==> src/rtl/core_pkg.sv <==
// Shared definitions for the core execution units.
// Holds operand width and the multiply/divide op and state encodings.
package core_pkg;

  localparam int XLEN = 32;

  typedef enum logic [2:0] {
    OP_MUL    = 3'd0,
    OP_MULH   = 3'd1,
    OP_MULHSU = 3'd2,
    OP_MULHU  = 3'd3,
    OP_DIV    = 3'd4,
    OP_DIVU   = 3'd5,
    OP_REM    = 3'd6,
    OP_REMU   = 3'd7
  } muldiv_op_e;

  typedef enum logic [1:0] {
    ST_IDLE,
    ST_CALC,
    ST_DONE
  } muldiv_state_e;

endpackage

==> src/rtl/core_muldiv_unit.sv <==
// Iterative RV32M multiply/divide unit, fixed XLEN+1 cycle latency.
// One shared XLEN+1-bit adder does shift-add and restoring subtract.
module core_muldiv_unit
  import core_pkg::*;
(
  input  logic            i_clk,
  input  logic            i_rst_n,
  input  logic            i_muldiv_start,
  input  logic [3:0]      i_muldiv_alucontrol,
  input  logic [XLEN-1:0] i_muldiv_rs1,
  input  logic [XLEN-1:0] i_muldiv_rs2,
  input  logic [4:0]      i_muldiv_rd,
  input  logic            i_muldiv_flush,
  output logic            o_muldiv_busy,
  output logic            o_muldiv_valid,
  output logic [XLEN-1:0] o_muldiv_result,
  output logic [4:0]      o_muldiv_rd
);

  localparam int CW = $clog2(XLEN);

  muldiv_state_e   state_q, state_d;
  muldiv_op_e      op_q, op_in;
  logic [CW-1:0]   cnt_q;
  logic [4:0]      rd_q;
  logic [XLEN-1:0] opnd_q, hi_q, lo_q;
  logic [XLEN-1:0] hi_d, lo_d;
  logic            neg_q, bzero_q;
  logic            sgn_a, sgn_b;
  logic            a_neg, b_neg;
  logic [XLEN-1:0] a_mag, b_mag;
  logic            is_mul, sub, cout;
  logic [XLEN:0]   add_a, add_b, sum;
  logic [2*XLEN-1:0] prod, prod_s;
  logic [XLEN-1:0] quot_s, rem_s, res_d;
  logic            accept, last;

  assign accept = (state_q == ST_IDLE) && i_muldiv_start
                  && !i_muldiv_flush;
  assign last   = (state_q == ST_CALC)
                  && (cnt_q == CW'(XLEN - 1));

  // FSM state register
  always_ff @(posedge i_clk or negedge i_rst_n) begin
    if (!i_rst_n) state_q <= ST_IDLE;
    else          state_q <= state_d;
  end

  // Next state; flush always returns to idle
  always_comb begin
    state_d = state_q;
    unique case (state_q)
      ST_IDLE: if (i_muldiv_start) state_d = ST_CALC;
      ST_CALC: if (last) state_d = ST_DONE;
      ST_DONE: state_d = ST_IDLE;
      default: state_d = ST_IDLE;
    endcase
    if (i_muldiv_flush) state_d = ST_IDLE;
  end

  // Operand signedness and magnitudes at accept
  always_comb begin
    op_in = muldiv_op_e'(i_muldiv_alucontrol[2:0]);
    sgn_a = 1'b0;
    sgn_b = 1'b0;
    unique case (op_in)
      OP_MUL, OP_MULH,
      OP_DIV, OP_REM: begin
        sgn_a = 1'b1;
        sgn_b = 1'b1;
      end
      OP_MULHSU: sgn_a = 1'b1;
      default: ;
    endcase
    a_neg = sgn_a & i_muldiv_rs1[XLEN-1];
    b_neg = sgn_b & i_muldiv_rs2[XLEN-1];
    a_mag = a_neg ? -i_muldiv_rs1 : i_muldiv_rs1;
    b_mag = b_neg ? -i_muldiv_rs2 : i_muldiv_rs2;
  end

  // One iteration step through the shared adder
  always_comb begin
    is_mul = ~op_q[2];
    sub    = ~is_mul;
    add_a  = is_mul ? {1'b0, hi_q}
                    : {hi_q, lo_q[XLEN-1]};
    add_b  = (is_mul && !lo_q[0]) ? '0
                                  : {1'b0, opnd_q};
    {cout, sum} = {1'b0, add_a}
                + {1'b0, sub ? ~add_b : add_b}
                + {{(XLEN+1){1'b0}}, sub};
    if (is_mul) begin
      hi_d = sum[XLEN:1];
      lo_d = {sum[0], lo_q[XLEN-1:1]};
    end else begin
      hi_d = cout ? sum[XLEN-1:0] : add_a[XLEN-1:0];
      lo_d = {lo_q[XLEN-2:0], cout};
    end
  end

  // Sign fix-up and result selection on the final step
  always_comb begin
    prod   = {hi_d, lo_d};
    prod_s = neg_q ? -prod : prod;
    quot_s = neg_q ? -lo_d : lo_d;
    rem_s  = neg_q ? -hi_d : hi_d;
    unique case (op_q)
      OP_MUL:  res_d = prod_s[XLEN-1:0];
      OP_MULH, OP_MULHSU,
      OP_MULHU: res_d = prod_s[2*XLEN-1:XLEN];
      OP_DIV, OP_DIVU:
        res_d = bzero_q ? '1 : quot_s;
      default: res_d = rem_s;
    endcase
  end

  // Datapath registers: load on accept, iterate in CALC
  always_ff @(posedge i_clk or negedge i_rst_n) begin
    if (!i_rst_n) begin
      op_q    <= OP_MUL;
      rd_q    <= '0;
      opnd_q  <= '0;
      hi_q    <= '0;
      lo_q    <= '0;
      cnt_q   <= '0;
      neg_q   <= 1'b0;
      bzero_q <= 1'b0;
    end else if (accept) begin
      op_q    <= op_in;
      rd_q    <= i_muldiv_rd;
      opnd_q  <= op_in[2] ? b_mag : a_mag;
      lo_q    <= op_in[2] ? a_mag : b_mag;
      hi_q    <= '0;
      cnt_q   <= '0;
      neg_q   <= (op_in[2] & op_in[1]) ? a_neg
                                       : a_neg ^ b_neg;
      bzero_q <= (i_muldiv_rs2 == '0);
    end else if (state_q == ST_CALC) begin
      hi_q  <= hi_d;
      lo_q  <= lo_d;
      cnt_q <= cnt_q + CW'(1);
    end
  end

  // Registered outputs; result and tag change only on a strobe
  always_ff @(posedge i_clk or negedge i_rst_n) begin
    if (!i_rst_n) begin
      o_muldiv_busy   <= 1'b0;
      o_muldiv_valid  <= 1'b0;
      o_muldiv_result <= '0;
      o_muldiv_rd     <= '0;
    end else begin
      o_muldiv_busy  <= (state_d != ST_IDLE);
      o_muldiv_valid <= (state_d == ST_DONE);
      if (state_d == ST_DONE) begin
        o_muldiv_result <= res_d;
        o_muldiv_rd     <= rd_q;
      end
    end
  end

endmodule

==> config.mk <==
export PLATFORM = sky130hd
export DESIGN_NAME = core_muldiv_unit
export DESIGN_NICKNAME = d
export VERILOG_FILES = /design/src/rtl/core_pkg.sv /design/src/rtl/core_muldiv_unit.sv
export SDC_FILE = /design/constraint.sdc
export NUM_CORES = 1
export LEC_CHECK = 0
export ABC_AREA = 1
export BUFFER_PORTS_ARGS = -buffer_cell sky130_fd_sc_hd__buf_2
export CAP_MARGIN = 20
export CORE_AREA = 2 2 263 265
export CTS_CLUSTER_DIAMETER = 80
export DETAILED_ROUTE_END_ITERATION = 16
export DIE_AREA = 0 0 265 267
export SLEW_MARGIN = 10
export SYNTH_ARGS = -nofsm -noshare
export SYNTH_HDL_FRONTEND = slang
export SYNTH_SLANG_ARGS = --single-unit
==> constraint.sdc <==
create_clock -name i_clk -period 12 [get_ports i_clk]
set_input_delay 0.6 -clock i_clk [delete_from_list [all_inputs] [get_ports i_clk]]
set_output_delay 0.6 -clock i_clk [all_outputs]
set_load 0.01 [all_outputs]
==> impl_metrics.json, run 1 <==
{
  "reg2regPathDepth": 25,
  "grt_max_degree": 87,
  "grt_util_met2": 0.278,
  "power_frac_comb": 0.713,
  "yosysSeqAreaShare": 0.245,
  "grt_pass1_wl_um": 91200,
  "layout.nets": 2763,
  "grt.busiest_layer": "met2",
  "p_per_area_mw_per_mm2": 262,
  "cp_slowest_stage_delay_ns": 0.68,
  "fmax_mhz": 157,
  "reg2reg_slack_ns": 5.61,
  "antenna_found_initial": 3,
  "power_leakage_nw": 8.79,
  "async_flop_share": 1.00,
  "hold_buffers": 0,
  "p_int_mw": 1.93,
  "io_pins": 116,
  "grt_overflow_total": 0,
  "use_met3": 0.0249,
  "setup_tns_ns": 0,
  "vias": 17137,
  "syn_inst": 2594,
  "die_x_um": 265,
  "switching_share": 0.581,
  "slew_violations": 0,
  "postPlaceCellArea_mm2": 0.0169,
  "place.port_buffers": 114,
  "cts_root_buf": "clkbuf_16",
  "place.gp.congestion": 0.943,
  "period_minus_slack_ns": 6.39,
  "initialDrtViolationCount": 1648,
  "n_antenna_cell": 0,
  "yosysWarnings": 0,
  "clockBufferDepth": 2,
  "cp_slowest_cell": "dfrtp_4",
  "post_drt_wl_per_cell_um": 16.9,
  "clk-insertion-delay-late_ns": 0.48,
  "post_cts_buffers": 0,
  "crit_required_ns": 12.36,
  "vias_per_cell": 4.84,
  "core_mm2": 0.0680,
  "hpwl_um": 47700,
  "worst_pin_slew_ns": 1.13,
  "dr.pass1.iters": 6,
  "path_clk_slew_ns": 0.07,
  "hold_viol_final": 0,
  "slew_headroom": 0.244,
  "period_share": 0.532,
  "post_cts_resized": 0,
  "grt_pass1_vias": 15529,
  "synth_edf_count": 0,
  "rows": 96,
  "syn_nets": 2709,
  "synth.distinct_cells": 61,
  "cp_max_fo": 85,
  "drive_gt1_frac": 0.105,
  "power_frac_seq": 0.161,
  "cts_tree": "yes",
  "ys_ff_latch": 152,
  "total_power_mw": 4.59,
  "ir_worst_vdd_v": 0.000131,
  "fp.dieH_um": 267,
  "setup_violations": 0,
  "cap_violations": 0,
  "p_sw_mw": 2.67,
  "dieArea_mm2": 0.0708,
  "skew_ns": 0.0136,
  "status": "finished clean",
  "ctsHtreeMaxLevel": 4,
  "ant_nets": 0,
  "cp-end-kind": "flip-flop",
  "clock-sinks": 152,
  "grtUsageTotal": 0.168,
  "cp_common_cell": "nand2_1",
  "rsz0062_at_grt": "no",
  "crit_type": "flip-flop to flip-flop",
  "hp-class": "input pin to async pin",
  "start_util": 0.229,
  "startpoint_type": "flip-flop",
  "synth.avg_cell_area_um2": 5.99,
  "syn_to_final_growth_pct": 13.0,
  "routed_wirelength_um": 60000,
  "use_met1": 0.220,
  "ys.flop_type": "dfrtp_1",
  "cts_buffers": 17,
  "netlist_area_mm2": 0.0155,
  "drc_errors": 0,
  "cp.arrival_ns": 6.74,
  "clkPwrFrac": 0.126,
  "stdcell_area_mm2": 0.0176
}
==> per-layer routing <==
metal | vias to the layer above | share of wire
met2 | 595 | 0.47
met1 | 7970 | 0.44
met3 | 102 | 0.065
li1 | 8468 | -
met5 | - | 0.00017
met4 | 2 | 0.033
==> flip-flops by register name, summed over array words and instances, names as in the netlist <==
signal,cells
neg_q,1
o_muldiv_valid,1
bzero_q,1
o_muldiv_busy,1
cnt_q,5
op_q,3
rd_q,5
opnd_q,32
hi_q,32
state_q,2
o_muldiv_rd,5
o_muldiv_result,32
lo_q,32
==> metrics by stage <==
| step | utilization | std cells | hold slack, ns | setup slack (ns) |
|---|---|---|---|---|
| after floorplan | - | 2594 | 0.304 | 6.84 |
| after global placement | 0.249 | 3510 | 0.455 | 5.90 |
| after detailed placement | 0.249 | 3510 | 0.459 | 5.84 |
| after CTS | 0.258 | 3542 | 0.0188 | 5.82 |
| after global routing | 0.258 | 3543 | 0.0499 | 5.11 |
| final | 0.258 | 3543 | 0.0250 | 5.61 |
==> synth_stat cells (2+ instances only) <==
master / n / area [µm²]
o221ai_1: 18 / 158
ha_1: 37 / 463
nand3b_1: 14 / 105
o21ai_1: 29 / 145
nand2_1: 752 / 2820
nand3_2: 3 / 30.0
inv_1: 361 / 1360
nor4_1: 6 / 37.5
nand4_1: 21 / 131
buf_6: 7 / 78.8
and2_1: 2 / 12.5
o211ai_1: 7 / 52.6
a22oi_1: 14 / 105
inv_2: 9 / 33.8
buf_4: 6 / 45.0
a22o_1: 2 / 17.5
dfrtp_1: 152 / 3800
buf_1: 7 / 26.3
o31ai_1: 3 / 22.5
nand3_1: 218 / 1090
nor3_2: 2 / 20.0
nor2_2: 23 / 144
nor2_1: 259 / 972
o22ai_1: 34 / 213
nor2_4: 11 / 124
a41oi_1: 3 / 26.3
a31oi_1: 9 / 56.3
clkinv_1: 3 / 11.3
nand4_2: 2 / 25.0
o21ai_2: 5 / 43.8
nand2_4: 4 / 45.0
o21ai_0: 210 / 1050
buf_2: 20 / 100
xnor2_1: 39 / 342
a21oi_1: 104 / 521
o2111ai_1: 5 / 43.8
nor3_1: 21 / 105
nand2_2: 23 / 144
clkbuf_1: 63 / 236
or2_2: 9 / 56.3
o21bai_1: 2 / 15.0
xor2_1: 56 / 490
==> power by group through the flow <==
stage	logic, mW	clock network [mW]	registers (mW)
after CTS	3.22	0.590	0.736
final	3.28	0.577	0.739
after global routing	3.65	0.609	0.755
after detailed placement	3.21	0	0.745
after floorplan	2.33	0	0.707
after global placement	3.20	0	0.743
==> placed cells by master (no fill, tap or decap), types with 6 or more instances in the layout <==
cell / count
o21ai_0: 210
nor2_2: 25
buf_4: 24
ha_1: 37
o22ai_1: 34
clkbuf_16: 17
nor2_4: 12
xnor2_1: 39
dfrtp_1: 150
inv_1: 360
o221ai_1: 18
nor4_1: 6
xor2_1: 56
nand4_1: 21
nand2_1: 752
inv_2: 10
nor2_1: 256
or2_2: 9
nand3b_1: 14
nand3_1: 218
buf_2: 113
a22oi_1: 14
nand2_2: 23
a31oi_1: 9
a21oi_1: 104
nor3_1: 19
inv_8: 6
o211ai_1: 7
o21ai_1: 29
==> cell type report <==
| type | count | area [µm²] |
|---|---|---|
| fill | 7760 | 50400 |
| tap | 882 | 1100 |
| clock buffer | 18 | 429 |
| clock inverter | 14 | 178 |
| inverter | 374 | 1410 |
| multi-input combinational | 1964 | 9850 |
| timing repair buffer | 139 | 777 |
| sequential | 152 | 3810 |
==> worst max-delay path: cells and delay by family (launching register included) <==
family / cells / cell delay, ns
fa+ha+maj: 2 / 0.61
simple gates: 14 / 2.43
flops: 1 / 0.68
buf+inv: 4 / 1.16
compound gates: 5 / 1.27
==> path summary, 6_finish.rpt <==
check	startpoint	to
worst min-delay path	i_rst_n	hi_q[31]
worst max-delay path	op_q[2]	o_muldiv_result[10]
min in group i_clk	i_muldiv_rd[2]	rd_q[2]
max in group asynchronous	i_rst_n	op_q[2]
worst min register to register	o_muldiv_rd[3]	o_muldiv_rd[3]
worst max register to register	op_q[2]	o_muldiv_result[10]
==> logic make-up (layout without fill, tap and decap cells) <==
family	count (synthesis)	after routing	synth area share
AO/OA/AOI/OAI	456	456	0.166
XOR/XNOR	95	95	0.0535
AND/OR/NAND/NOR	1375	1375	0.381
adder cells (fa/ha/maj)	38	38	0.0311
buffers and inverters	478	545	0.123
flip-flops	152	152	0.245
Power figures use the tool's default switching activity.
==> run 2: changes to the inputs <==
Settings changed: ABC_AREA 1 to 0, CORE_AREA 2 2 263 265 to 2 2 256 258, DIE_AREA 0 0 265 267 to 0 0 258 260.
Clock period 12 ns to 6.2 ns, I/O delays scaled along.
==> run 2 against run 1 <==
Cell count down 17%. Power up 75%. Utilization up 0.62 points. Hold slack better by 0.017 ns. Flip-flop and latch count unchanged. Clock skew up 0.0044 ns. Non-clock buffer count up 53. First-iteration DRC count down 6.8%. Sequential share of layout area up 0.78 points. Critical endpoint is now o_muldiv_result[26]. Highest routed layer is now met4.
==> impl_metrics.json, run 2 <==
{
  "status": "finished clean",
  "postPlaceCellArea_mm2": 0.0163,
  "final_cells": 2929,
  "cts_buffers": 17,
  "slew_headroom": 0.236,
  "synth.avg_cell_area_um2": 7.30,
  "post_drt_wl_per_cell_um": 18.0,
  "yosysWarnings": 0,
  "synth.distinct_cells": 87,
  "skew_ns": 0.0180,
  "hold_end": "rd_q[0]",
  "rsz0062_at_grt": "no",
  "synth_edf_count": 0,
  "cp_slowest_stage_delay_ns": 0.51,
  "dieArea_mm2": 0.0671,
  "async_flop_share": 1.00,
  "slew_violations": 0,
  "reg2reg_from": "op_q[2]",
  "mostFrequentLayoutCell": "nand2_1",
  "startpoint_type": "flip-flop",
  "ir_worst_vdd_v": 0.000324,
  "grt_max_degree": 94,
  "setup_tns_ns": 0,
  "crit_type": "flip-flop to flip-flop",
  "place.gp.congestion": 0.942,
  "place.port_buffers": 114,
  "rows": 93,
  "start_util": 0.228,
  "yosysTopAreaCell": "dfrtp_1",
  "fmax_mhz": 173,
  "antenna_found_initial": 0,
  "clock-sinks": 152,
  "hold_path_depth": 3,
  "hp-class": "input pin to flip-flop",
  "n_antenna_cell": 0,
  "grt_overflow_total": 0,
  "clockBufferDepth": 2,
  "cts_tree": "yes",
  "ctsHtreeMaxLevel": 4,
  "grt_pass1_wl_um": 82300,
  "cp-end-kind": "flip-flop",
  "fill_cells": 7027,
  "power_leakage_nw": 6.81,
  "cap_violations": 0,
  "cts_root_buf": "clkbuf_16",
  "period_minus_slack_ns": 5.77,
  "grt_pass1_vias": 13899,
  "ys.flop_type": "dfrtp_1",
  "core_mm2": 0.0641,
  "synth_commonest_cells": "nand2_1 (273), o21ai_0 (240), nor2_1 (175)",
  "cp_cell_sequence": "inv_2 > buf_4 > o21ai_0 > ha_1 > and4_1 > and2_1 > a41oi_1 > o21a_1 > nand3_1 > o21ai_2 > ha_2 > nand3_1 > nor2_1 > nand2_1 > or2_1 > buf_4 > o31a_1 > a21oi_1 > a2111oi_0 > a211oi_1 > o21ai_0",
  "synthTopCellsByArea": "dfrtp_1 (26%), o21ai_0 (8.2%), nand2_1 (7.0%)",
  "ys_ff_latch": 152,
  "layout.nets": 2176,
  "worst_pin_slew_ns": 1.14,
  "yosysSeqAreaShare": 0.260,
  "cp.arrival_ns": 6.09,
  "stdcell_area_mm2": 0.0170,
  "vias_per_cell": 5.19,
  "cp_slowest_cell": "o21ai_0",
  "period_share": 0.931,
  "hpwl_um": 41300,
  "routed.top_layer": "met4",
  "drc_errors": 0,
  "drive_gt1_frac": 0.141,
  "cp_max_fo": 20,
  "reg2reg_slack_ns": 0.43,
  "netlist_area_mm2": 0.0146,
  "hp-start": "i_muldiv_rd[0]",
  "p_per_area_mw_per_mm2": 474,
  "vias": 15196,
  "reg2regPathDepth": 21,
  "wl_met3_um": 3460,
  "syn_to_final_growth_pct": 16.1,
  "syn_nets": 2116,
  "die_x_um": 258,
  "syn_inst": 2001,
  "dpl.cell_count": 2895,
  "synth_most_common_cell": "nand2_1",
  "met1_length_um": 25300,
  "total_power_mw": 8.04,
  "clk-insertion-delay-late_ns": 0.46,
  "synth_top_area_share": 0.260,
  "fp.dieH_um": 260,
  "hold_viol_final": 0,
  "dr_wl_met2_um": 23000,
  "crit_required_ns": 6.52,
  "path_clk_slew_ns": 0.07,
  "setup_violations": 0,
  "post_cts_buffers": 0,
  "routed_wirelength_um": 52800,
  "most-common-layout-cells": "nand2_1 (272), o21ai_0 (239), nor2_1 (173), a21oi_1 (164), dfrtp_1 (149)",
  "io_pins": 116,
  "final_util": 0.264,
  "ant_nets": 0,
  "r2r_end": "o_muldiv_result[26]",
  "dr.pass1.iters": 6,
  "grtUsageTotal": 0.156,
  "initialDrtViolationCount": 1536
}
[run 2: changes by cell type in the layout (fill, tap and decap cells not counted), sizes merged, moves of 27 or more]
cell and change:
nand2 -506, inv -339, o211ai +29, buf +52, mux2i +39, o31ai +36
nor3 +30, mux2 +27, xnor2 +45, a21oi +58, nor2 -119, nand3 -128
[run 2: cell type report]
type | instances | area [µm²] | area share
clock buffer | 21 | 460 | 0.0272
clock inverter | 11 | 161 | 0.00952
inverter | 36 | 135 | 0.00797
multi-input combinational | 1662 | 10100 | 0.596
sequential | 152 | 3810 | 0.225
tap | 855 | 1070 | 0.0631
timing repair buffer | 192 | 1210 | 0.0714
[run 2: critical path: cells and delay by family (launching register included)]
kind,cells,cell delay [ns]
adder cells (fa/ha/maj),2,0.68
buffers and inverters,3,0.47
flip-flops,1,0.43
AND/OR/NAND/NOR,7,1.54
AO/OA/AOI/OAI,9,2.51
[run 2: worst max path at each step]
stage,from,endpoint,slack [ns],cells after the start
2_1_floorplan,op_q[2],o_muldiv_result[28],-0.001,31
3_3_place_gp,lo_q[0],o_muldiv_result[22],0.49,19
3_5_place_dp,lo_q[0],o_muldiv_result[22],0.50,19
4_1_cts,lo_q[0],o_muldiv_result[28],0.46,19
5_1_grt,op_q[2],o_muldiv_result[30],0.12,16
6_report,op_q[2],o_muldiv_result[26],0.43,21
[run 2: layer usage]
layer  vias to the layer above  GRT usage
met5                         -          0
met1                      7146      0.225
met3                        61     0.0230
li1                       7463          -
met2                       526      0.243
met4                         0     0.0413
[run 2: logic make-up after synthesis]
logic type               Yosys count  synth area share
AO/OA/AOI/OAI                    688             0.297
XOR/XNOR                         130            0.0780
adder cells (fa/ha/maj)           38            0.0331
buffers and inverters            187            0.0505
flip-flops                       152             0.260
multiplexers                      66            0.0475
AND/OR/NAND/NOR                  740             0.234
[run 2: through the flow]
stage,hold slack [ns],setup WS [ns]
final,0.0418,0.430
after global routing,0.0501,0.115
after CTS,0.0282,0.464
after detailed placement,0.257,0.500
after global placement,0.250,0.491
after floorplan,0.0144,-0.00101
[run 2: power breakdown]
part	switching, mW	total (mW)	leakage, nW	internal (mW)
logic	3.41	5.38	4.55	1.97
clock network	0.462	1.13	0.301	0.663
registers	0.292	1.53	1.96	1.24
[run 2: what timing repair did]
item	CTS	global route
hold endpoints to repair	39	0
resized for setup	0	1
hold buffers	1	0
endpoints found under the setup margin	0	3
